### src/rtl/key_code_tone_player.sv
// Key-code note sink: debounces the code stream, decodes notes and plays a square-wave tone.
// Define KEY_NOTE_LEN_EN to build the held-length counter with its note_done/note_len report.
module key_code_tone_player #(
  parameter int unsigned CODE_STABLE = 2,
  parameter int unsigned DIV_BASE    = 4,
  parameter int unsigned DIV_STEP    = 2,
  parameter int unsigned DIV_W       = 16,
  parameter int unsigned LEN_W       = 16
) (
  input  logic             clock,
  input  logic             k_tr,
  input  logic [7:0]       key_code,
  output logic             tone_out,
  output logic [3:0]       note_idx,
  output logic             note_on,
  output logic             note_done,
  output logic [LEN_W-1:0] note_len
);

  localparam int unsigned CNT_W    = $clog2(CODE_STABLE + 1);
  localparam logic [7:0]  CODE_REL = 8'hf0;

  typedef enum logic {IDLE, PLAY} state_t;

  state_t           state, state_d;
  logic [7:0]       code_q, acc_code;
  logic [CNT_W-1:0] stable_cnt;
  logic [DIV_W-1:0] half_q, half_d, phase_q, phase_d;
  logic [3:0]       idx_d, acc_idx_c;
  logic [DIV_W-1:0] acc_half_c;
  logic             tone_d, on_d, accept_c, load_c, end_c;

  function automatic logic [3:0] decode(input logic [7:0] c);
    case (c)
      8'h2b:   decode = 4'd1;
      8'h34:   decode = 4'd2;
      8'h33:   decode = 4'd3;
      8'h3b:   decode = 4'd4;
      8'h42:   decode = 4'd5;
      8'h4b:   decode = 4'd6;
      8'h4c:   decode = 4'd7;
      8'h4a:   decode = 4'd8;
      8'h4d:   decode = 4'd9;
      8'h4e:   decode = 4'd10;
      8'h4f:   decode = 4'd11;
      8'h50:   decode = 4'd12;
      8'h51:   decode = 4'd13;
      8'h52:   decode = 4'd14;
      default: decode = 4'd0;
    endcase
  endfunction

  // Glitch filter: a new code must sit unchanged in code_q for CODE_STABLE edges
  always_ff @(posedge clock or negedge k_tr) begin
    if (!k_tr) begin
      code_q     <= CODE_REL;
      stable_cnt <= '0;
      acc_code   <= CODE_REL;
    end else begin
      code_q <= key_code;
      if (key_code != code_q) begin
        stable_cnt <= CNT_W'(1);
      end else if (stable_cnt < CNT_W'(CODE_STABLE)) begin
        stable_cnt <= stable_cnt + CNT_W'(1);
      end
      if (accept_c) begin
        acc_code <= code_q;
      end
    end
  end

  assign accept_c   = (code_q != acc_code) && (stable_cnt == CNT_W'(CODE_STABLE));
  assign acc_idx_c  = decode(code_q);
  assign acc_half_c = DIV_W'(DIV_BASE) + DIV_W'(4'd14 - acc_idx_c) * DIV_W'(DIV_STEP);

  always_ff @(posedge clock or negedge k_tr) begin
    if (!k_tr) begin
      state    <= IDLE;
      note_idx <= 4'd0;
      note_on  <= 1'b0;
      tone_out <= 1'b0;
      phase_q  <= '0;
      half_q   <= '0;
    end else begin
      state    <= state_d;
      note_idx <= idx_d;
      note_on  <= on_d;
      tone_out <= tone_d;
      phase_q  <= phase_d;
      half_q   <= half_d;
    end
  end

  always_comb begin
    state_d = state;
    idx_d   = note_idx;
    on_d    = note_on;
    tone_d  = tone_out;
    phase_d = phase_q;
    half_d  = half_q;
    load_c  = 1'b0;
    end_c   = 1'b0;
    case (state)
      IDLE: begin
        tone_d  = 1'b0;
        phase_d = '0;
        if (accept_c && acc_idx_c != 4'd0) begin
          state_d = PLAY;
          load_c  = 1'b1;
        end
      end
      PLAY: begin
        if (phase_q == half_q - DIV_W'(1)) begin
          phase_d = '0;
          tone_d  = ~tone_out;
        end else begin
          phase_d = phase_q + DIV_W'(1);
        end
        if (accept_c) begin
          end_c = 1'b1;
          if (acc_idx_c == 4'd0) begin
            state_d = IDLE;
            idx_d   = 4'd0;
            on_d    = 1'b0;
            tone_d  = 1'b0;
            phase_d = '0;
          end else begin
            load_c = 1'b1;
          end
        end
      end
      default: state_d = IDLE;
    endcase
    // New note (from idle or retrigger) restarts the tone low at phase 0
    if (load_c) begin
      idx_d   = acc_idx_c;
      half_d  = acc_half_c;
      on_d    = 1'b1;
      phase_d = '0;
      tone_d  = 1'b0;
    end
  end

`ifdef KEY_NOTE_LEN_EN
  logic [LEN_W-1:0] len_q;

  // Held-length counter, saturating; reported when the note ends
  always_ff @(posedge clock or negedge k_tr) begin
    if (!k_tr) begin
      len_q     <= '0;
      note_done <= 1'b0;
      note_len  <= '0;
    end else begin
      note_done <= end_c;
      if (end_c) begin
        note_len <= len_q;
      end
      if (load_c) begin
        len_q <= LEN_W'(1);
      end else if (state == PLAY && len_q != '1) begin
        len_q <= len_q + LEN_W'(1);
      end
    end
  end
`else
  logic unused_len_c;
  assign unused_len_c = ^{end_c, load_c};
  assign note_done    = 1'b0;
  assign note_len     = '0;
`endif

endmodule

### config.mk
export PLATFORM = sky130hd
export DESIGN_NAME = key_code_tone_player
export DESIGN_NICKNAME = d
export VERILOG_FILES = /design/src/rtl/key_code_tone_player.sv
export SDC_FILE = /design/constraint.sdc
export NUM_CORES = 1
export LEC_CHECK = 0
export BUFFER_PORTS_ARGS = -buffer_cell sky130_fd_sc_hd__buf_2
export CAP_MARGIN = 20
export CORE_MARGIN = 1
export CORE_UTILIZATION = 30
export CTS_CLUSTER_DIAMETER = 100
export CTS_CLUSTER_SIZE = 30
export DETAILED_ROUTE_END_ITERATION = 8
export SYNTH_ARGS = -nofsm -noshare
export SYNTH_HDL_FRONTEND = slang
export SYNTH_SLANG_ARGS = --single-unit
### constraint.sdc
create_clock -name clock -period 4.7 [get_ports clock]
set_input_delay 0 -clock clock [delete_from_list [all_inputs] [get_ports clock]]
set_output_delay 0 -clock clock [all_outputs]
set_load 0.01 [all_outputs]
After elaboration in Yosys (flattened, before gate mapping)
Cells that the tools add are included.
{"block": "word_totals", "in_bits": 10, "regBits": 57, "elab_cells": 71}
{"block": "op_classes", "n_mux": 27, "n_lt_le_gt_ge": 1, "reduce_logical": 9, "add_sub_neg": 5, "eq_ne": 18, "bitwise_logic": 2}
{"op": "== test 8 x 7 -> 1 bit, second input constant", "count": 10}
{"op": "2-to-1 mux 16 bit", "count": 4}
{"op": "one-hot mux 4 bit (14 select lines)", "count": 1}
{"op": "== test 8 x 6 -> 1 bit, second input constant", "count": 4}
{"op": "one-hot mux 16 bit (2 select lines)", "count": 1}
{"op": "adder 16 x 1 -> 16 bit, second input constant", "count": 1}
{"op": "== test 16 bit", "count": 1}
{"op": "2-to-1 mux 4 bit", "count": 4}
{"op": "!= test 8 bit", "count": 2}
{"op": "subtractor 16 x 1 -> 16 bit, second input constant", "count": 1}
{"op": "2-to-1 mux 1 bit", "count": 12}
{"op": "nonzero test 2 bit", "count": 4}
{"op": "adder 4 x 6 -> 7 bit, first input constant", "count": 1}
{"op": "one-hot mux 1 bit (2 select lines)", "count": 3}
{"op": "subtractor 4 x 4 -> 5 bit, first input constant", "count": 1}
{"op": "zero test 4 bit", "count": 1}
{"op": "2-to-1 mux 2 bit", "count": 2}
{"op": "nonzero test 4 bit", "count": 1}
{"op": "AND reduction 3 bit", "count": 1}
{"op": "adder 2 x 1 -> 2 bit, second input constant", "count": 1}
{"op": "== test 2 bit, second input constant", "count": 1}
{"op": "logical AND 1 bit", "count": 2}
{"op": "< comparator 2 bit, second input constant", "count": 1}
{"op": "inverter 1 bit", "count": 2}

Depth between registers and ports, before layout
{"block": "logic_depth", "depth_word": 8, "mapped_depth": 13}

Worst setup path after synthesis
Ideal clock, no wire load.
{"block": "synth_timing", "kind": "reg-to-reg", "start": "register code_q[6]", "end": "register half_q[3]", "t_arrival_ns": 2.500, "path_slack_ns": 2.075, "synth_period_minus_slack_ns": 2.625, "path_buffers": 1, "t_required_ns": 4.575, "path_stages_with_launch": 10, "path_cell_list": "dfstp_2 > buf_4 > or3b_4 > a2111oi_4 > a31o_2 > inv_1 > ha_1 > inv_1 > ha_1 > mux2_4"}
{"block": "synth_via", "word_cells_on_any_way": 26, "cone_classes": "add/sub: 2; eq/ne: 15; mux: 5; reduce/logical: 4"}
{"element": "start, declared", "line_no": "26", "source": "logic [7:0] code_q, acc_code;"}
{"element": "start signal, assigned", "line_no": "60", "source": "code_q <= key_code;"}
{"element": "== test 8 x 7 -> 1 bit / == test 8 x 6 -> 1 bit (equally long branches)", "line_no": "34", "source": "case (c)"}
{"element": "one-hot mux 4 bit (14 select lines) *", "line_no": "34"}
{"element": "subtractor 4 x 4 -> 5 bit *", "line_no": "74", "source": "assign acc_half_c = DIV_W'(DIV_BASE) + DIV_W'(4'd14 - acc_idx_c) * DIV_W'(DIV_STEP);"}
{"element": "adder 4 x 6 -> 7 bit *", "line_no": "74"}
{"element": "named net acc_half_c[3]", "line_no": "30", "source": "logic [DIV_W-1:0] acc_half_c;"}
{"element": "end signal, assigned", "line_no": "90", "source": "half_q <= half_d;"}
{"element": "end, declared", "line_no": "28", "source": "logic [DIV_W-1:0] half_q, half_d, phase_q, phase_d;"}
Mark *: on every way through the listed nets, which the timed path passes. The rest lies on a longest branch.
A chain may end at the register's enable or synchronous reset.

Final worst setup path
{"block": "layout_timing", "start": "register half_q[3]", "end": "register phase_q[10]"}
{"block": "layout_via", "elab_chain_len": 7}
{"element": "subtractor 16 x 1 -> 16 bit *", "line_no": "113", "source": "if (phase_q == half_q - DIV_W'(1)) begin"}
{"element": "== test 16 bit *", "line_no": "113"}
{"element": "2-to-1 mux 16 bit *", "line_no": "113"}
{"element": "2-to-1 mux 16 bit", "line_no": "121", "source": "if (acc_idx_c == 4'd0) begin"}
{"element": "2-to-1 mux 16 bit *", "line_no": "119", "source": "if (accept_c) begin"}
{"element": "one-hot mux 16 bit (2 select lines) *", "line_no": "103", "source": "case (state)"}
{"element": "2-to-1 mux 16 bit *", "line_no": "135", "source": "if (load_c) begin"}
{"element": "named net phase_d[10]", "line_no": "28"}
{"element": "end signal, assigned", "line_no": "89", "source": "phase_q <= phase_d;"}
{"element": "end, declared", "line_no": "28"}
Marks and branches as above.

==> flow_summary.toml <==
[status]
status = "complete, no violations"

[clock_network]
clock_latency_ps = 300
clock_sinks = 47
clock_path_buffers = 2
clkSlewWorstSetupHoldPaths_ps = 90
cts_buffers = 5
post_cts.repair.setup_buffers = 0
clock-root-buffer = "clkbuf_8"
cts_tree = "yes"
htreeDepth = 2

[logic_synthesis]
yosysWarnings = 0
ys_seq_area_share_pct = 42.2
syn_area_um2 = 2810
synth_edf_count = 0
yosys-top-cells-area = "dfrtp_1 35%, xor2_1 8.1%, dfstp_2 7.5%"
synth-seq-cells = 47
yosys.cell_count.top_type = "dfrtp_1"
synth_top_area_share_pct = 34.7
synth-main-ff-cell = "dfrtp_1"
synth_largest_area_cell = "dfrtp_1"
netlist_instances = 285
postSynth.asyncResetShare_pct = 100
avgSynthCellArea_um2 = 9.86
ys_types = 48
synth_common_cells = "39 x dfrtp_1, 26 x xor2_1, 23 x nor2_1"

[worst_setup_path]
worstPathCellList = "nor3_1 > and3_1 > inv_1 > ha_1 > xor2_1 > a2111o_1 > nor3_1 > o2111ai_1 > nand3_1 > nor2_1"
crit_type = "flop to flop"
r2r_end = "phase_q[10]"
slowest_stage = "nand3_1"
r2r_slack_ps = 1790
cp.arrival_ps = 3080
worst_ep_required_time_ps = 4860
critical-path-max-stage-delay_ps = 530
startpoint_type = "flop"
crit_top_cell = "nor3_1"
worst-path-max-fanout = 16
critPathCaptureType = "flop"
rr_worst_depth = 10
reg2reg_from = "half_q[3]"

[cells_and_area]
area_delta_synth_final_pct = 9.44
fin_area_um2 = 3080
antenna_cells = 0
drive_gt1_share_pct = 15.8
utilization_pct = 34.6
fill_cells = 915
final_nets = 321

[power]
power.density_nw_per_um2 = 234
ir_drop_mv = 0.168
p_leak_nw = 1.36

[timing]
tns_ps = 0
worstMarginPinSlew_ps = 625
rsz0062_at_grt = "no"
period_share_pct = 62.0
finalSetupViolations = 0
slew_viol_final = 0
finClkSkew_ps = 4.93
min_period_ps = 2910
finalHoldViolations = 0
fmax_mhz = 343
slew_headroom_pct = 58.2

[min_path]
worstHoldPathType = "primary input to asynchronous set/reset pin"

[route]
viasPerCell = 4.62
drt_wl_total_um = 5170
drt_first_pass_iters = 4
ant_nets = 0
drc = 0
wl_per_cell_um = 12.6
drt_iter0_markers = 45
via_count = 1902

[floorplan]
dieHeight_um = 98.8
dieWidth_um = 98.8
core_area_um2 = 8890
ioPinCount = 33
num_rows = 34
start_util_pct = 31.6
die_area_um2 = 9760

[global_routing]
grt_usage_pct = 11.6
antenna_found_initial = 0
grt_max_degree = 48
grt_pass1_vias = 1886
overflow = 0
grt_first_pass_wirelength_um = 9010

[place]
globalplace.congestion = 0.838
placed_area_um2 = 2880
dpl.hpwl_um = 3710
port_buffers = 15

[flow_run]
drv_cap = 0
-- per-layer routing --
metal / wire length [um] / global-route usage [%]
met1: 2530 / 14.7
met4: 51 / 2.99
met3: 142 / 3.62
met2: 2450 / 19.3
met5: 0 / 0
-- registers in the layout (all words and copies together) (netlist names), named ones only --
register    flops
phase_q        16
acc_code        8
stable_cnt      2
code_q          8
note_idx        4
note_on         1
tone_out        1
half_q          6
-- layout by cell type (no fill, tap or decap), types with 9 or more instances in the layout --
cell	instances
conb_1	17
xor2_1	26
dfrtp_1	39
dlygate4sd3_1	9
nand3_1	16
nor2_1	23
nand2_1	20
xnor2_1	18
inv_1	13
buf_2	15
-- through the flow --
step / instances / power, W / hold WS [ps] / setup WS, ps
after floorplan: 301 / 0.000469 / -296 / 2070
after global placement: 394 / 0.000474 / 122 / 1900
after detailed placement: 394 / 0.000475 / 124 / 1780
after CTS: 411 / 0.000734 / 329 / 1770
after global routing: 412 / 0.000759 / 236 / 1550
final: 412 / 0.000721 / 203 / 1790
-- worst max-delay path, delay by kind of cell, from the launching register on --
kind | cells | cell delay, ps
compound gates | 2 | 460
xor+xnor | 1 | 150
fa+ha+maj | 1 | 280
simple gates | 5 | 1390
flops | 1 | 450
buf+inv | 1 | 60
-- cell type report --
cell class / count / area, um^2 / share of cell area (%)
clock buffers: 5 / 68.8 / 2.24
clock inverters: 3 / 20.0 / 0.651
inverters: 13 / 48.8 / 1.59
multi-input cells: 210 / 1420 / 46.3
flip-flops and latches: 47 / 1190 / 38.6
well taps: 108 / 135 / 4.39
repair buffers: 26 / 193 / 6.27
-- power breakdown --
part	internal (W)	total, W	switching [W]
logic	0.0000237	0.0000534	0.0000298
clock network	0.000104	0.000246	0.000142
registers	0.000410	0.000421	0.0000117
total	0.000537	0.000721	0.000184
-- what timing repair did --
item                      4_1_cts  5_1_grt
hold endpoints to repair       47        0
resized for setup               0        0
hold buffers                    9        0
-- logic make-up (layout without fill, tap and decap cells) --
| group | count (synthesis) | in the layout | share of synthesized area [%] |
|---|---|---|---|
| compound gates | 33 | 33 | 9.44 |
| xor+xnor | 44 | 44 | 13.7 |
| other cells | 1 | 17 | 0.133 |
| simple gates | 98 | 98 | 17.4 |
| fa+ha+maj | 8 | 8 | 3.56 |
| buf+inv | 44 | 47 | 9.26 |
| mux | 10 | 10 | 4.27 |
| flops | 47 | 47 | 42.2 |
-- how the worst max path moves through the flow --
stage | startpoint | endpoint | slack (ps) | cells past startpoint
after floorplan | code_q[6] | half_q[3] | 2070 | 9
after global placement | half_q[3] | phase_q[9] | 1900 | 10
after detailed placement | half_q[3] | phase_q[13] | 1780 | 10
after CTS | half_q[3] | phase_q[12] | 1770 | 10
after global routing | half_q[1] | phase_q[12] | 1550 | 10
final | half_q[3] | phase_q[10] | 1790 | 10
(Power assumes the default switching activity.)
